### src/rtl/command_issue_control.sv
// Command FIFO and credit-gated PSL command issue with sequential tags and buffer status.
// Optional CMD_OVERFLOW_CHECK_EN adds a sticky push-while-full flag and a simulation error.
package command_issue_control_pkg;
  typedef enum logic [12:0] {
    INVALID    = 13'h0000,
    READ_CL_NA = 13'h0A00,
    READ_CL_S  = 13'h0A50,
    WRITE_NA   = 13'h0D00,
    WRITE_MI   = 13'h0D60
  } psl_command_e;

  localparam logic [7:0] INVALID_ID = 8'hFF;

  typedef struct packed {
    logic         valid;
    psl_command_e command;
    logic [7:0]   cu_id;
    logic [63:0]  address;
    logic [11:0]  size;
  } CommandBufferLine;

  typedef struct packed {
    logic       valid;
    logic [7:0] tag;
    logic [7:0] response;
  } ResponseBufferLine;

  typedef struct packed {
    logic valid;
    logic empty;
    logic full;
    logic alfull;
  } BufferStatus;
endpackage

module command_issue_control
  import command_issue_control_pkg::*;
#(
  parameter int DEPTH         = 32,
  parameter int ALFULL_MARGIN = 4,
  parameter int CREDITS_MAX   = 64
) (
  input  logic              clock,
  input  logic              rstn,
  input  logic              enabled_in,
  input  logic [7:0]        croom_in,
  input  CommandBufferLine  command_in,
  input  ResponseBufferLine response_in,
  output CommandBufferLine  command_out,
  output logic [7:0]        command_tag_out,
  output BufferStatus       command_buffer_status,
  output logic              overflow_out
);
  localparam int AW = $clog2(DEPTH);
  localparam logic [AW:0] OCC_FULL   = (AW+1)'(DEPTH);
  localparam logic [AW:0] OCC_ALFULL = (AW+1)'(DEPTH - ALFULL_MARGIN);
  localparam logic [7:0]  CRED_MAX   = 8'(CREDITS_MAX);
  localparam CommandBufferLine IDLE_LINE = '{valid: 1'b0, command: INVALID, cu_id: INVALID_ID,
                                             address: '0, size: '0};

  typedef enum logic [1:0] {CMD_RESET, CMD_IDLE, CMD_INIT, CMD_RUN} state_e;

  state_e           state, state_nxt;
  logic             enabled_q;
  CommandBufferLine cmd_q;
  CommandBufferLine mem [DEPTH];
  logic [AW-1:0]    wr_ptr, rd_ptr;
  logic [AW:0]      occ;
  logic [7:0]       credits, credits_nxt, tag_ctr;
  logic [8:0]       cred_sum;
  logic             push, pop, full, empty;
  logic             unused_resp;

  assign unused_resp = ^{response_in.tag, response_in.response};

  assign empty = (occ == '0);
  assign full  = (occ == OCC_FULL);
  assign pop   = (state == CMD_RUN) && !empty && (credits != 8'd0);
  // A pop in the same cycle frees the slot, so a push into a full FIFO is still taken.
  assign push  = cmd_q.valid && (state != CMD_RESET) && (!full || pop);

  assign command_buffer_status = '{valid: !empty, empty: empty, full: full,
                                   alfull: (occ >= OCC_ALFULL)};

  always_comb begin
    state_nxt = state;
    case (state)
      CMD_RESET: state_nxt = CMD_IDLE;
      CMD_IDLE:  if (enabled_q) state_nxt = CMD_INIT;
      CMD_INIT:  state_nxt = CMD_RUN;
      CMD_RUN:   if (!enabled_q) state_nxt = CMD_IDLE;
      default:   state_nxt = CMD_RESET;
    endcase
  end

  always_comb begin
    cred_sum = {1'b0, credits} - 9'(pop) + 9'(response_in.valid);
    if (state == CMD_INIT)
      credits_nxt = (croom_in > CRED_MAX) ? CRED_MAX : croom_in;
    else if (cred_sum > {1'b0, CRED_MAX})
      credits_nxt = CRED_MAX;
    else
      credits_nxt = cred_sum[7:0];
  end

  always_ff @(posedge clock or negedge rstn) begin
    if (!rstn) begin
      state           <= CMD_RESET;
      enabled_q       <= 1'b0;
      cmd_q           <= '0;
      wr_ptr          <= '0;
      rd_ptr          <= '0;
      occ             <= '0;
      credits         <= '0;
      tag_ctr         <= '0;
      command_out     <= IDLE_LINE;
      command_tag_out <= '0;
    end else begin
      state     <= state_nxt;
      enabled_q <= enabled_in;
      cmd_q     <= command_in;
      credits   <= credits_nxt;
      if (push) wr_ptr <= wr_ptr + 1'b1;
      if (pop) begin
        rd_ptr            <= rd_ptr + 1'b1;
        tag_ctr           <= tag_ctr + 8'd1;
        command_out       <= mem[rd_ptr];
        command_out.valid <= 1'b1;
        command_tag_out   <= tag_ctr;
      end else begin
        command_out.valid <= 1'b0;
      end
      case ({push, pop})
        2'b10:   occ <= occ + 1'b1;
        2'b01:   occ <= occ - 1'b1;
        default: occ <= occ;
      endcase
    end
  end

  // Storage needs no reset: the pointers define which entries are live.
  always_ff @(posedge clock) begin
    if (push) mem[wr_ptr] <= cmd_q;
  end

`ifdef CMD_OVERFLOW_CHECK_EN
  logic drop, overflow_q;
  assign drop = cmd_q.valid && (state != CMD_RESET) && full && !pop;
  always_ff @(posedge clock or negedge rstn) begin
    if (!rstn) begin
      overflow_q <= 1'b0;
    end else begin
      if (drop) overflow_q <= 1'b1;
`ifndef SYNTHESIS
      if (drop && !overflow_q) $error("command_issue_control: command pushed while FIFO full");
`endif
    end
  end
  assign overflow_out = overflow_q;
`else
  assign overflow_out = 1'b0;
`endif
endmodule
### config.mk
export PLATFORM = sky130hd
export DESIGN_NAME = command_issue_control
export DESIGN_NICKNAME = d
export VERILOG_FILES = /design/src/rtl/command_issue_control.sv
export SDC_FILE = /design/constraint.sdc
export NUM_CORES = 2
export LEC_CHECK = 0
export ABC_CLOCK_PERIOD_IN_PS = 15350
export CAP_MARGIN = 20
export CORE_ASPECT_RATIO = 1.5
export CORE_MARGIN = 2
export CORE_UTILIZATION = 50
export DETAILED_ROUTE_END_ITERATION = 12
export PLACE_DENSITY = 0.72
export SETUP_SLACK_MARGIN = 0.4
export SYNTH_ARGS = -nofsm -noshare
export SYNTH_HDL_FRONTEND = slang
export SYNTH_SLANG_ARGS = --single-unit
### constraint.sdc
create_clock -name clock -period 15.35 [get_ports clock]
set_input_delay 2.3025 -clock clock [delete_from_list [all_inputs] [get_ports clock]]
set_output_delay 2.3025 -clock clock [all_outputs]
set_load 0.05 [all_outputs]
## Yosys cells after proc, flatten, opt, wreduce, memory -nomap -nowiden

Memory sizes are Yosys's and may differ from the RTL's. A register that Yosys moved wholly into a read port is not among the register bits.
Index checks and enable logic that the tools add are counted.

| word-level totals | value |
|---|---|
| input bits | 126 |
| memory bits (writable) | 3136 |
| output and inout port bits | 111 |
| register bits | 142 |
| memories kept | 1 |

| operators by class | value |
|---|---|
| equality and inequality tests | 8 |
| add/sub/neg operators | 7 |
| reduce and logical (&&, ||, !) cells | 14 |
| muxes and demuxes | 10 |
| order comparisons | 3 |

Memories:

| memory | words | bits a word | read ports | clocked after memory_dff | write ports | RTL line | RTL |
|---|---|---|---|---|---|---|---|
| mem | 32 | 98 | 1 | 1 | 1 | 66 | `CommandBufferLine mem [DEPTH];` |

Operators with widths:

| cell | count |
|---|---|
| 2-to-1 mux 8 bit | 3 |
| one-hot mux 6 bit (2 select lines) | 1 |
| adder 5 x 1 -> 5 bit (second input constant) | 2 |
| adder 9 x 1 -> 9 bit | 1 |
| greater-than comparator 9 x 7 -> 1 bit (second input constant) | 1 |
| subtractor 8 x 1 -> 9 bit | 1 |
| adder 8 x 1 -> 8 bit (second input constant) | 1 |
| greater-than comparator 8 x 7 -> 1 bit (second input constant) | 1 |
| one-hot mux 2 bit (4 select lines) | 1 |
| nonzero test 8 bit | 1 |
| adder 6 x 1 -> 6 bit (second input constant) | 1 |
| equality test 2 bit (second input constant) | 3 |
| equality test 6 bit (second input constant) | 1 |
| greater-or-equal comparator 6 x 5 -> 1 bit (second input constant) | 1 |
| zero test 6 bit | 1 |
| subtractor 6 x 1 -> 6 bit (second input constant) | 1 |
| equality test 2 x 1 -> 1 bit (second input constant) | 2 |
| logical AND 1 bit | 4 |
| 2-to-1 mux 2 bit | 2 |
| inequality test 2 bit (second input constant) | 2 |
| nonzero test 2 bit | 2 |
| zero test 1 bit | 3 |
| 2-to-1 mux 1 bit | 3 |
| zero test 2 bit | 1 |
| 2 further kinds | 2 |

## Depth between registers and ports, before layout

| logic depth | value |
|---|---|
| depth in word-level cells | 9 |
| gate-level depth with buffers | 19 |
| depth with buffers taken out | 17 |

## Worst setup path after synthesis

Ideal clock, no wire load.

| timing path | value |
|---|---|
| kind | register -> register |
| start point | register state[0] |
| end point | memory mem[27][0] in the netlist's numbering, enable pin |
| slack | 9186 ps |
| setup time | 554 ps |
| arrival | 5610 ps |
| data required time | 14796 ps |
| clock period less this slack | 6164 ps |
| cell stages (with the launch flop) | 8 |
| cell sequence | dfrtp_1 -> inv_1 -> ha_1 -> nand2b_1 -> a31oi_2 -> nand2_1 -> buf_2 -> nor2_1 |

| on the way | value |
|---|---|
| longest elaborated chain between the ends | 7 |
| elaborated cells between the ends (all ways) | 9 |

RTL lines:

| element | RTL line | RTL |
|---|---|---|
| start: declaration | 63 | `state_e state, state_nxt;` |
| start signal: assignment | 119 | `state <= state_nxt;` |
| equality test 2 bit | 78 | `assign pop = (state == CMD_RUN) && !empty && (credits != 8'd0);` |
| logical AND 1 bit (2 in series) | 78 |  |
| logical OR 1 bit | 80 | `assign push = cmd_q.valid && (state != CMD_RESET) && (!full \|\| pop);` |
| logical AND 1 bit * | 80 |  |
| 2-to-1 mux 1 bit * | 143 | `if (push) mem[wr_ptr] <= cmd_q;` |
| 2-to-1 mux 1 bit (implied by the code) * | 143 |  |
| end: declaration | 66 |  |

Every way passes the cells marked *; elsewhere a longest branch is shown, timed or not.

## Worst setup path in the final report

| timing path | value |
|---|---|
| start point | register credits[6] |
| end point | memory mem[30][1] in the netlist's numbering, enable pin |

| on the way | value |
|---|---|
| longest elaborated chain between the ends | 6 |

RTL lines:

| element | RTL line | RTL |
|---|---|---|
| start: declaration | 69 | `logic [7:0] credits, credits_nxt, tag_ctr;` |
| start signal: assignment | 122 | `credits <= credits_nxt;` |
| nonzero test 8 bit | 78 |  |
| logical AND 1 bit | 78 |  |
| logical OR 1 bit | 80 |  |
| logical AND 1 bit | 80 |  |
| 2-to-1 mux 1 bit | 143 |  |
| 2-to-1 mux 1 bit (implied by the code) | 143 |  |

No other way between the ends.

==> run summary <==
The total length of routed wires is 303.3 mm, and the insertion delay of the later-clocked pin in the worst-skew pair is 0.87 ns. Counting flops with a built-in enable in the synthesized netlist gives 3104. The reg-to-reg critical path startpoint was credits[6]. In the routed design, unresolved DRC markers number 0. The worst voltage drop across the vdd grid came out at 165.3 µV. Leaving out fill and tap cells, the most frequent cells in the layout are 3104 x sky130_fd_sc_hd__edfxtp_1, 777 x sky130_fd_sc_hd__mux4_2, 310 x sky130_fd_sc_hd__clkbuf_16. The critical hold path startpoint was tag_ctr[7]. The logs give 20.60% for the worst max-slew margin expressed relative to the limit and 0 for the post-CTS resize count. The highest cell delay on the worst timing path is 0.82 ns, and the met3 track demand over resource is 4.064%.

After synthesis the cells add up to 124300 µm². After the first detailed-routing iteration, the DRC count stood at 7690. Kind of cell with the highest combined delay on the critical path: buffers and inverters.

The global routing stage identified its most utilized layer as met2. Setup repair after global routing left no endpoint under its margin. On the final layout, the worst hold slack is 0.4745 ns. The effective utilization at floorplan came out at 50.17%.

In the routed layout, each cell is associated on average with a via count of 6.431. Counting cells, the worst reg-to-reg path comes to 10. The area growth from synthesis to layout works out to 13.12%. Wire length of the first global-routing pass: 434.3 mm. The final count of hold timing violations is 0.

By instance count, the cell type seen most on the critical path is sky130_fd_sc_hd__buf_4. Hold-fix buffer count after cts: 0. Leaving out fill and tap cells, the most frequent cell in the layout is sky130_fd_sc_hd__edfxtp_1.

Counting both buffers and inverters, the worst setup path holds a total of 4. The logs give 17560 for the count of fill cells added during filler insertion and 6 for the initial antenna violation count. The run gives 5347 as the cell count after synthesis. Destination of the worst register-to-register timing path: mem[30][1]. Setup slack closes at 10.07 ns. Across the run, the number of max-cap violations was 0. The average instance in the mapped netlist occupies 23.25 µm². The critical path required time is 15.79 ns. The highest attainable clock frequency is 189.5 MHz, and the power density of the placed cells is 181.8 nW/µm². The post-layout net count came out at 5875. In the synthesized netlist the dominant register cell turns out to be sky130_fd_sc_hd__edfxtp_1. The slowest stage of the critical path belongs to the cell sky130_fd_sc_hd__a31oi_2. In this run the core area contains 224 standard-cell rows. For the final setup violation count, the log shows 0. Buffers placed on the I/O ports in this run total 219. The die outline height came out at 614.7 µm.

The final critical path takes up 34.37% of the cycle. Worst setup slack after placement: 10.04 ns. Summed over all layers, the global routing overflow is 0. The run gives 4 as the maximum clock path buffer count. The first detailed-routing pass ran for 7 iterations.

For this run, asynchronously set or reset flops after synthesis account for 7.149%. The worst setup path is launched from a flop. Data on the critical path arrives at its endpoint at 5.72 ns. Number of max-slew violations in the final report: 0. STA classifies the critical path endpoint as a flop.

The die covers 252700 µm². The clock tree synthesis step divided the H-tree into 5 levels. The run gives 0 as the count of synthesis-stage warnings from yosys. The setup slack of the worst register-to-register path is 10.07 ns, and the I/O pin count is 237. The worst setup path is of the reg2reg kind. In this run the standard cell core region covers 247800 µm². The root buffer cell chosen for the clock tree is sky130_fd_sc_hd__clkbuf_16.

The horizontal extent of the die is 411.1 µm, and the met1 global-route usage is 32.50%. For the maximum number of pins on one net before global-route repair, the log shows 129. HPWL reported at the end of detailed placement: 147.4 mm. The global placement routability congestion came out at 0.7455. The summed negative setup slack over all endpoints is 0 ns. The run gives 60750 as the via count of the first global-routing pass. TritonCTS created 302 clock buffers.

The min-delay analysis places its worst path in the category reg2reg. The flow ran to the end, and the final reports show no timing, DRC or antenna violations. The flop and latch count out of synthesis came out at 3343. Walking the worst path, the cells encountered are inv_1 -> ha_1 -> nand4b_1 -> o21ai_0 -> a31oi_2 -> nand2_1 -> nor2_4 -> buf_4 -> buf_4 -> buf_4. Counting I/O delays and the setup requirement, the final critical path takes 5.276 ns. After synthesis, the netlist uses 60 different library cells. The clock drives 3343 sinks.

The average wire per cell in the routed design is 32.84 µm. The largest clock skew in the final design is 0.06826 ns, and the portion of the post-synthesis area used by sequential elements is 79.80%. Detailed routing inserted a total of 59390 vias.

In this run the remaining antenna-violating nets after routing total 0. The worst hold path stage count is 1, and the fraction of layout cells with a size suffix above 1 is 23.89%. After clock tree synthesis, the clock-pin slew on the worst setup and hold paths is 0.07 ns. TritonCTS built the clock tree. The run gives 0.04443 µW as the leakage power figure.

The maximum net fanout on the critical path is 28. The tools report the terminating pin of the worst hold path as tag_ctr[7]. Slew at the pin closest to its max-slew limit: 1.191 ns. In the global route stage, met2 resource usage came out at 39.98%.

For the overall global routing resource usage, the log shows 23.91%. In this run the post-CTS setup repair buffer count came out at 0.
[registers in the layout, indices dropped and copies added, names as in the netlist]
| register | count |
|---|---|
| command_tag_out | 8 |
| tag_ctr | 8 |
| command_out | 98 |
| rd_ptr | 5 |
| cmd_q | 98 |
| state | 2 |
| enabled_q | 1 |
| wr_ptr | 5 |
| occ | 6 |
| mem | 3104 |
| credits | 8 |
[worst reg2reg max path, delay by kind of cell, from the launching register on]
family	cells	cell delay (ns)
AOI/OAI and AO/OA	2	1.00
adders and majority gates	1	0.22
buffers and inverters	4	1.88
DFF	1	0.35
and+or+nand+nor	3	1.38
[through the flow]
stage	util, %	total power (µW)	instances	instance area (µm²)
floorplan	-	16110	5348	124300
global placement	52.73	18090	8688	130600
detailed placement	52.76	18210	8691	130700
CTS	56.72	25720	9231	140500
global route	56.76	26450	9235	140600
finish	56.76	25570	9235	140600
[power breakdown]
group	leakage (µW)	switching, µW	internal, µW	total, µW
clock	0.00478	3260	4300	7560
sequential	0.0308	504	10600	11100
combinational	0.00885	3930	2950	6870
[worst max-delay path by stage]
stage               slack, ns  cells after the start        from           to
floorplan                9.19                      7    state[0]   mem[27][0]
global placement         9.43                     10  credits[6]  mem[30][20]
detailed placement      10.04                      9  credits[7]  mem[18][95]
CTS                     10.00                      9  credits[6]  mem[18][95]
global route             9.95                     10  credits[6]   mem[30][1]
finish                  10.07                     10  credits[6]   mem[30][1]
[routing by layer]
layer	routed length, µm	share of wire [%]	vias to the layer above
li1	-	-	23500
met1	112100	37	32100
met2	153000	50	3259
met3	28760	9.5	537
met4	9213	3.0	2
met5	148	0.049	-
[final cells by class]
| class | instances | area (µm²) | share of cell area (%) |
|---|---|---|---|
| repair buffers | 358 | 3426 | 2.436 |
| clock buffers | 398 | 8328 | 5.923 |
| multi-input cells | 1691 | 23960 | 17.04 |
| flip-flops and latches | 3343 | 99210 | 70.56 |
| diodes | 1 | 2.502 | 0.001780 |
| inverters | 25 | 93.84 | 0.06674 |
| clock inverters | 142 | 1495 | 1.063 |
| well taps | 3277 | 4100 | 2.916 |
[logic make-up after synthesis]
family	share of synthesized area, %
flops	79.80
mux	14.92
compound gates	2.769
buf+inv	1.151
simple gates	0.8656
fa+ha+maj	0.2939
xor+xnor	0.1902
other cells	0.003017
[synthesized netlist by cell type, drive strengths merged, types with 3 or more instances]
master	number	area share, %
nand2	57	0.17
o31ai	4	0.024
nor3	96	0.39
o22ai	283	1.4
o21ai	14	0.059
mux2i	104	0.85
a211oi	4	0.024
mux4	777	14
buf	183	0.76
nor2	43	0.13
or3	3	0.015
dfstp	8	0.17
a22o	96	0.68
inv	25	0.075
nand4	4	0.020
nor2b	3	0.015
a22oi	3	0.018
nand3b	4	0.024
xor2	7	0.049
clkbuf	106	0.32
edfxtp	3104	75
dfrtp	231	4.7
a21o	6	0.036
xnor2	20	0.14
ha	26	0.26
a21oi	102	0.41
nand3	6	0.028
Power figures use the tool's default switching activity.
